[config.mk]
export PLATFORM = sky130hd
export DESIGN_NAME = pixel_packer
export DESIGN_NICKNAME = d
export VERILOG_FILES = /design/src/rtl/pixel_packer.sv
export SDC_FILE = /design/constraint.sdc
export NUM_CORES = 1
export LEC_CHECK = 0
export CAP_MARGIN = 20
export CORE_MARGIN = 2
export CORE_UTILIZATION = 50
export DETAILED_ROUTE_END_ITERATION = 10
export GPL_ROUTABILITY_DRIVEN = 0
export PLACE_DENSITY = 0.76
export SETUP_SLACK_MARGIN = 0.4
export SLEW_MARGIN = 10
export SYNTH_ARGS = -nofsm -noshare
export SYNTH_HDL_FRONTEND = slang
export SYNTH_SLANG_ARGS = --single-unit
[constraint.sdc]
create_clock -name clock_in -period 3.34 [get_ports clock_in]
set_input_delay 0.668 -clock clock_in [delete_from_list [all_inputs] [get_ports clock_in]]
set_output_delay 0.668 -clock clock_in [all_outputs]
set_load 0.02 [all_outputs]
[src/rtl/pixel_packer.sv]
// Packs 4/8/10-bit debayer pixels MSB-first into 32-bit words and writes them to
// sequential frame-buffer addresses; reports per-frame word count, overflow and frame done.
module pixel_packer #(
    parameter int ADDRESS_WIDTH = 14
) (
    input  logic                     clock_in,
    input  logic                     reset_in,
    input  logic [3:0]               pixel_width_in,
    input  logic [9:0]               rgb10_in,
    input  logic [7:0]               rgb8_in,
    input  logic [3:0]               gray4_in,
    input  logic                     write_enable_in,
    input  logic                     frame_valid_in,
    output logic                     write_enable_out,
    output logic [31:0]              pixel_data_out,
    output logic [ADDRESS_WIDTH-1:0] address_out,
    output logic [ADDRESS_WIDTH:0]   word_count_out,
    output logic                     overflow_out,
    output logic                     frame_done_out
);
    typedef enum logic [1:0] {IDLE, CAPTURE, DONE} state_t;
    typedef enum logic [1:0] {FMT_G4, FMT_R8, FMT_R10} fmt_t;

    typedef struct packed {
        logic                     we;
        logic [31:0]              data;
        logic [ADDRESS_WIDTH-1:0] addr;
    } wr_t;

    localparam logic [ADDRESS_WIDTH:0] FULL = {1'b1, {ADDRESS_WIDTH{1'b0}}};

    state_t                 state_q, state_d;
    fmt_t                   fmt_q, fmt_d, fmt_sel;
    logic                   fv_prev_q;
    logic [2:0]             cnt_q, cnt_d, cnt_eff, last_idx;
    logic [31:0]            acc_q, acc_d, field, emit_word;
    wr_t                    wr_q, wr_d;
    logic [ADDRESS_WIDTH:0] word_cnt_q, word_cnt_d;
    logic                   ovf_q, ovf_d;
    logic                   done_q, done_d;
    logic                   start, stop, accept, emit;

    function automatic fmt_t decode_fmt(input logic [3:0] w);
        case (w)
            4'd4:    decode_fmt = FMT_G4;
            4'd10:   decode_fmt = FMT_R10;
            default: decode_fmt = FMT_R8;
        endcase
    endfunction

    assign start = frame_valid_in & ~fv_prev_q;
    assign stop  = ~frame_valid_in & fv_prev_q;

    // The start-cycle pixel must use the freshly sampled width, not the stale latch.
    always_comb begin
        fmt_sel = fmt_q;
        cnt_eff = cnt_q;
        if (state_q == IDLE) begin
            fmt_sel = decode_fmt(pixel_width_in);
            cnt_eff = 3'd0;
        end
    end

    assign accept = write_enable_in & frame_valid_in &
                    (((state_q == IDLE) & start) | (state_q == CAPTURE));

    always_comb begin
        field    = '0;
        last_idx = 3'd3;
        case (fmt_sel)
            FMT_G4: begin
                field    = {gray4_in, 28'd0} >> {cnt_eff, 2'b00};
                last_idx = 3'd7;
            end
            FMT_R10: begin
                field    = {rgb10_in, 22'd0} >> (6'(cnt_eff) * 6'd10);
                last_idx = 3'd2;
            end
            default: begin
                field    = {rgb8_in, 24'd0} >> {cnt_eff, 3'b000};
                last_idx = 3'd3;
            end
        endcase
    end

    always_comb begin
        state_d    = state_q;
        fmt_d      = fmt_q;
        cnt_d      = cnt_q;
        acc_d      = acc_q;
        word_cnt_d = word_cnt_q;
        ovf_d      = ovf_q;
        wr_d       = wr_q;
        wr_d.we    = 1'b0;
        emit       = 1'b0;
        emit_word  = '0;

        case (state_q)
            IDLE: begin
                if (start) begin
                    state_d    = CAPTURE;
                    fmt_d      = fmt_sel;
                    word_cnt_d = '0;
                    ovf_d      = 1'b0;
                    // Every format needs at least 3 pixels, so pixel 0 never completes a word.
                    cnt_d      = accept ? 3'd1 : 3'd0;
                    acc_d      = accept ? field : 32'd0;
                end
            end
            CAPTURE: begin
                if (stop) begin
                    state_d = DONE;
                    if (cnt_q != 3'd0) begin
                        emit      = 1'b1;
                        emit_word = acc_q;
                    end
                    cnt_d = '0;
                    acc_d = '0;
                end else if (accept) begin
                    if (cnt_q == last_idx) begin
                        emit      = 1'b1;
                        emit_word = acc_q | field;
                        cnt_d     = '0;
                        acc_d     = '0;
                    end else begin
                        cnt_d = cnt_q + 3'd1;
                        acc_d = acc_q | field;
                    end
                end
            end
            DONE: state_d = IDLE;
            default: state_d = IDLE;
        endcase

        // word_cnt_q saturates at FULL, so inequality means there is still room.
        if (emit) begin
            if (word_cnt_q != FULL) begin
                wr_d       = '{we: 1'b1, data: emit_word, addr: word_cnt_q[ADDRESS_WIDTH-1:0]};
                word_cnt_d = word_cnt_q + 1'b1;
            end else begin
                ovf_d = 1'b1;
            end
        end
    end

    assign done_d = (state_d == DONE);

    always_ff @(posedge clock_in or posedge reset_in) begin
        if (reset_in) begin
            state_q    <= IDLE;
            fmt_q      <= FMT_R8;
            fv_prev_q  <= 1'b1;
            cnt_q      <= '0;
            acc_q      <= '0;
            wr_q       <= '0;
            word_cnt_q <= '0;
            ovf_q      <= 1'b0;
            done_q     <= 1'b0;
        end else begin
            state_q    <= state_d;
            fmt_q      <= fmt_d;
            fv_prev_q  <= frame_valid_in;
            cnt_q      <= cnt_d;
            acc_q      <= acc_d;
            wr_q       <= wr_d;
            word_cnt_q <= word_cnt_d;
            ovf_q      <= ovf_d;
            done_q     <= done_d;
        end
    end

    assign write_enable_out = wr_q.we;
    assign pixel_data_out   = wr_q.data;
    assign address_out      = wr_q.addr;
    assign word_count_out   = word_cnt_q;
    assign overflow_out     = ovf_q;
    assign frame_done_out   = done_q;

endmodule

# After elaboration in Yosys (flattened, before gate mapping)
# Index checks and enable logic that the tools add are counted.
# classes
add_sub_neg	2
mul	1
eq_ne	9
shifts	3
muxes	40
bitwise_logic	9
n_reduce_logical	7
# ops
cell	n
$mux W32	10
$pmux W32 S2	2
$mux W47	2
$shr A32 B6 Y32	2
$mux W15	4
$or A32 B32 Y32	1
$shr A32 B5 Y32	1
$add A15 B1 Y15 const B	1
$mux W3	5
$ne A15 B15 Y1 const B	1
$pmux W3 S2	2
$mux W1	10
$pmux W2 S2	2
$mux W2	3
$and A1 B1 Y1	5
$mul A3 B3 Y5 const B	1
$eq A2 B2 Y1 const B	2
$eq A4 B3 Y1 const B	1
$eq A4 B4 Y1 const B	1
$logic_not A2 Y1	2
$reduce_and A2 Y1	2
$add A3 B1 Y3 const B	1
$eq A3 B3 Y1	1
$ne A3 B3 Y1 const B	1
7 further kinds	8
# totals
reg_bits	104
input_bits	30
output_inout_bits	64
elab_cells	82

# Longest topological paths before layout
# depth
ltp_word	12
depth_mapped	11

# Worst setup path before layout
# OpenSTA, ideal clock, no wires.
# synth_timing
path_type	register -> register
from	register cnt_q[0]
to	register acc_q[15]
setup_ns	0.065
arrival_ns	2.788
t_required_ns	3.275
slack_ns	0.488
stages_incl_launch_ff	12
path_cell_list	dfrtp_1 buf_2 xnor2_1 nor2_1 nor2_1 ha_1 or3b_2 a211o_1 a211o_1 a221o_1 nor2_1 o22a_1
# synth_between
elab_chain_cells	9
elab_cells_between_ends	14
cone_classes	mul: 1; eq/ne: 1; shift: 3; mux: 8; bitwise: 1
# synth_rtl
element	line	rtl
from (decl)	35	logic [2:0] cnt_q, cnt_d, cnt_eff, last_idx;
from (signal assigned)	163	cnt_q <= cnt_d;
$mux W3	58	if (state_q == IDLE) begin
$mul A3 B3 Y5	76	field = {rgb10_in, 22'd0} >> (6'(cnt_eff) * 6'd10);
$shr A32 B6 Y32	76	
$pmux W32 S2	70	case (fmt_sel)
$or A32 B32 Y32	127	acc_d = acc_q | field;
$mux W32	120	if (cnt_q == last_idx) begin
$mux W32	119	end else if (accept) begin
$mux W32	111	if (stop) begin
$pmux W32 S2 (*)	98	case (state_q)
to (signal assigned)	154	acc_q <= '0;
to (signal assigned)	164	acc_q <= acc_d;
to (decl)	36	logic [31:0] acc_q, acc_d, field, emit_word;
# Every way passes the cells marked *; elsewhere a longest branch is shown, timed or not. The select of a mux whose other input is x is not followed.
# A chain may end at the register's enable or synchronous reset.

# Worst setup path in the final report
# layout_timing
from	input port pixel_width_in[0]
to	register word_cnt_q[7] (netlist: word_count_out[7])
# layout_between
elab_chain_cells	11
elab_cells_between_ends	13
cone_classes	eq/ne: 4; mux: 8; reduce/logical: 1
# layout_rtl
element	line	rtl
from (decl)	8	input logic [3:0] pixel_width_in,
$eq A4 B4 Y1 or $eq A4 B3 Y1 (tied branches)	44	case (w)
$pmux W2 S2 (*)	44	
$mux W2 (*)	58	
$eq A2 B2 Y1 or $logic_not A2 Y1 (tied branches)	70	
$pmux W3 S2 (*)	70	
$eq A3 B3 Y1 (*)	120	
$mux W1 (*)	120	
$mux W1 (*)	119	
$mux W1 (*)	111	
$mux W1 (*)	98	
$mux W15 (*)	136	if (emit) begin
net word_cnt_d[7]	38	logic [ADDRESS_WIDTH:0] word_cnt_q, word_cnt_d;
to (signal assigned)	166	word_cnt_q <= word_cnt_d;
to (decl)	38	
# The timed path passes the listed nets; every way through them passes the cells marked *.

==> run summary <==
The worst clock skew is 0.00902 ns. Counting along the longest clock path gives a buffer depth of 2. The maximum fanout encountered on the critical timing path came out at 18. The final count of hold timing violations came out at 0. The number of flip-flops and latches in the synthesized netlist came out at 104. Walking the worst path, the cells encountered are clkdlybuf4s50_1 -> and4bb_4 -> o21ai_2 -> buf_4 -> a311oi_4 -> o31ai_4 -> nor2_1 -> a211o_1. The maximum clock frequency is 358 MHz. The die is 121 um tall. The count of routing violations after the opening detailed-route iteration came out at 1087. On the worst path, the slowest cell contributes a delay of 0.53 ns. The number of enable flip-flop cells after synthesis is 0. The wire length of the first global-routing pass is 33.4 mm. The minimum period implied by the final worst setup slack is 2.79 ns. In this run the critical register-to-register path is captured at acc_q[15]. The worst-case IR drop observed on VDD is 311 uV. Pin placement for this block handled 94 I/O pins. The worst hold margin came out at 0.497 ns. The setup path with the least slack is of type in -> reg.

The final-report max-slew violation count came out at 0. The startpoint identified for the worst hold timing path is acc_q[11]. After synthesis, the most frequently instantiated cells are sky130_fd_sc_hd__dfrtp_1 (102), sky130_fd_sc_hd__nand2_1 (64), sky130_fd_sc_hd__a21oi_1 (50), sky130_fd_sc_hd__nor2_1 (45), sky130_fd_sc_hd__o21ai_0 (35). The reported leakage power is 3.40 nW. The CTS tree is yes. The floorplan core area came out at 0.0132 mm^2. The via density per instance is 6.65. The worst setup path is launched from an input pin. The cell area that synthesis handed to floorplanning was 0.00679 mm^2. The worst setup path is captured at a flip-flop.

The number of distinct library cells after synthesis came out at 98. The count of buffers added on input and output ports is 93. The number of iterations in the first detailed-routing pass came out at 7. At the pin with the least slew margin, the transition time is 0.768 ns. In the global route stage, met1 resource usage came out at 40.4%. The clock-pin slew on the worst setup and hold paths is 0.07 ns.

The run finished with clean final reports. The area added between synthesis and finish is 22.7%. The worst-skew pair later-pin latency came out at 0.36 ns. The final global-route overflow total came out at 0. The HPWL after detailed placement came out at 15.1 mm.

The sequential standard cell area came out at 0.00261 mm^2. For this run, asynchronously set or reset flops after synthesis account for 100%. The area taken by multi-input logic gates is 0.00386 mm^2. Setup repair after global routing left no endpoint under its margin.

In the synthesized netlist, the number of instances is 704. The final critical-path share of the clock period came out at 83.6%. sky130_fd_sc_hd__dfrtp_1 is the most common cell in the netlist.

Max-cap violations in this run came to 0. After detailed routing, the average wire length per cell comes to 21.5 um. The slowest stage of the critical path is the sky130_fd_sc_hd__clkdlybuf4s50_1 cell. The fraction of final layout cells with drive strength greater than 1 is 18.2%. The number of rows created at floorplan came out at 42. The tree is rooted in a sky130_fd_sc_hd__clkbuf_16.

The average size of a mapped cell is 9.64 um^2. The total wire length after detailed routing came out at 21.0 mm. The number of cells traversed by the worst hold path is 1.

The total number of vias is 6515. The global routing met3 resource utilization came out at 7.31%. The worst reg-to-reg path cell count came out at 9. The antenna diode count came out at 0. The number of buffers created by CTS is 9. The via count of the first global-routing pass is 6101. For this run, the post-layout net count is 833. The path with the worst hold slack has its endpoint at pixel_data_out[11]. The maximum number of pins on one net before global-route repair came out at 47. The proportion of netlist area held by the largest area contributor came out at 37.6%. The count of fill cells added during filler insertion came out at 1094. The most used flip-flop cell after synthesis is sky130_fd_sc_hd__dfrtp_1. The data required time at the worst endpoint came out at 3.58 ns. The total number of yosys warnings is 0. In the global route stage, overall resource usage came out at 29.2%.

In this run, post-CTS hold repair placed 0 buffers. Synthesis produced a netlist with a net count of 739. The largest area contributor in the synthesized netlist is sky130_fd_sc_hd__dfrtp_1. Once the floorplan was initialized, standard cells occupied 51.2% of the core.

The accumulated negative setup slack is 0 ns. Across all register-to-register paths, the minimum setup slack is 0.55 ns. At the worst endpoint, the arrival time is 3.03 ns. The areal power density over the cells came out at 740 mW/mm^2.

The level count of the clock H-tree is 3. The source of the worst register-to-register timing path is state_q[0]. The worst relative slew slack came out at 48.7%. Yosys attributes the largest share of cell area to sky130_fd_sc_hd__dfrtp_1 (38%), sky130_fd_sc_hd__mux2_4 (6.2%), sky130_fd_sc_hd__a21oi_1 (3.7%).

Setup violations remaining at the end of the flow were counted as 0. The path class of the tightest hold or removal check is reg -> reg. The number of nets with antenna violations after detailed routing is 0. Sequential elements use 38.4% of the synthesized area.

The initial antenna violation count came out at 0. In the routed design, unresolved DRC markers number 0. Global routing used 44.1% of the available met2 tracks. The area of the die is 0.0145 mm^2. The die is 121 um wide. The sink count of the clock tree came out at 104. The global routing's busiest layer is met2.
cell families (layout without fill, tap and decap cells):
kind of cell,count (synthesis),count (layout),share of synthesized area (%)
adder cells (fa/ha/maj),5,5,0.922
AO/OA/AOI/OAI,248,249,27.2
buffers and inverters,65,163,5.20
multiplexers,48,48,9.38
AND/OR/NAND/NOR,229,229,18.2
XOR/XNOR,5,5,0.645
flip-flops,104,104,38.4
cell type report:
type / instances / area share [%]
clock buffer: 9 / 2.70
clock inverter: 7 / 1.22
inverter: 14 / 0.676
multi-input combinational: 536 / 46.4
sequential: 104 / 31.3
tap: 176 / 2.64
timing repair buffer: 133 / 15.1
worst max path at each step:
| stage | startpoint | endpoint | slack, ns |
|---|---|---|---|
| finish | pixel_width_in[0] | word_count_out[7] | 0.55 |
| global route | cnt_q[0] | acc_q[15] | 0.42 |
| CTS | state_q[1] | acc_q[29] | 0.37 |
| detailed placement | pixel_width_in[3] | acc_q[27] | 0.20 |
| global placement | pixel_width_in[0] | word_count_out[10] | 0.26 |
| floorplan | cnt_q[0] | acc_q[15] | 0.49 |
flip-flops by register name, summed over array words and instances (netlist names):
register and count:
pixel_data_out 32, overflow_out 1, fv_prev_q 1, write_enable_out 1, cnt_q 3, word_count_out 15, address_out 14, frame_done_out 1
fmt_q 2, acc_q 32, state_q 2
layer usage:
layer / vias up / part of all wire [%]
met2: 437 / 44
met5: - / 0
li1: 2871 / -
met4: 0 / 5.0
met3: 111 / 10
met1: 3096 / 41
cell usage in the layout (no fill, tap or decap), drive strengths merged, types with 8 or more instances in the layout:
cell type	n
o31ai	9
inv	15
nor2	48
nand4	14
o21a	9
nand2	65
nor3	17
nand3	23
o21ai	38
buf	40
o211ai	9
dfrtp	102
nand2b	9
clkbuf	9
o22ai	9
a221oi	8
a31oi	22
a21o	8
mux2	41
a211oi	9
a211o	8
a21oi	51
clkdlybuf4s50	93
stage by stage:
stage	cell area (um^2)	cells	power, W	setup WS (ns)	utilization [%]
6_report	8330	979	0.00616	0.549	62.9
5_1_grt	8330	979	0.00647	0.421	62.9
4_1_cts	8280	974	0.00606	0.373	62.5
3_5_place_dp	7940	958	0.00486	0.201	60.0
3_3_place_gp	7940	958	0.00479	0.256	60.0
2_1_floorplan	6790	704	0.00382	0.488	-
critical path: cells and delay by family:
family	cells	cell delay, ns
and+or+nand+nor	2	0.46
AOI/OAI and AO/OA	4	1.12
buffers and inverters	2	0.79
power by group:
| part | internal [W] | switching (W) |
|---|---|---|
| registers | 0.00163 | 0.000312 |
| logic | 0.00131 | 0.00173 |
| clock network | 0.000668 | 0.000513 |
timing repair:
item,4_1_cts,5_1_grt
resized for setup,2,3
gates cloned,0,1
pin swaps,0,2
hold endpoints to repair,0,0
buffers inserted,0,4
endpoints found under the setup margin,3,81
Power figures use the tool's default switching activity.
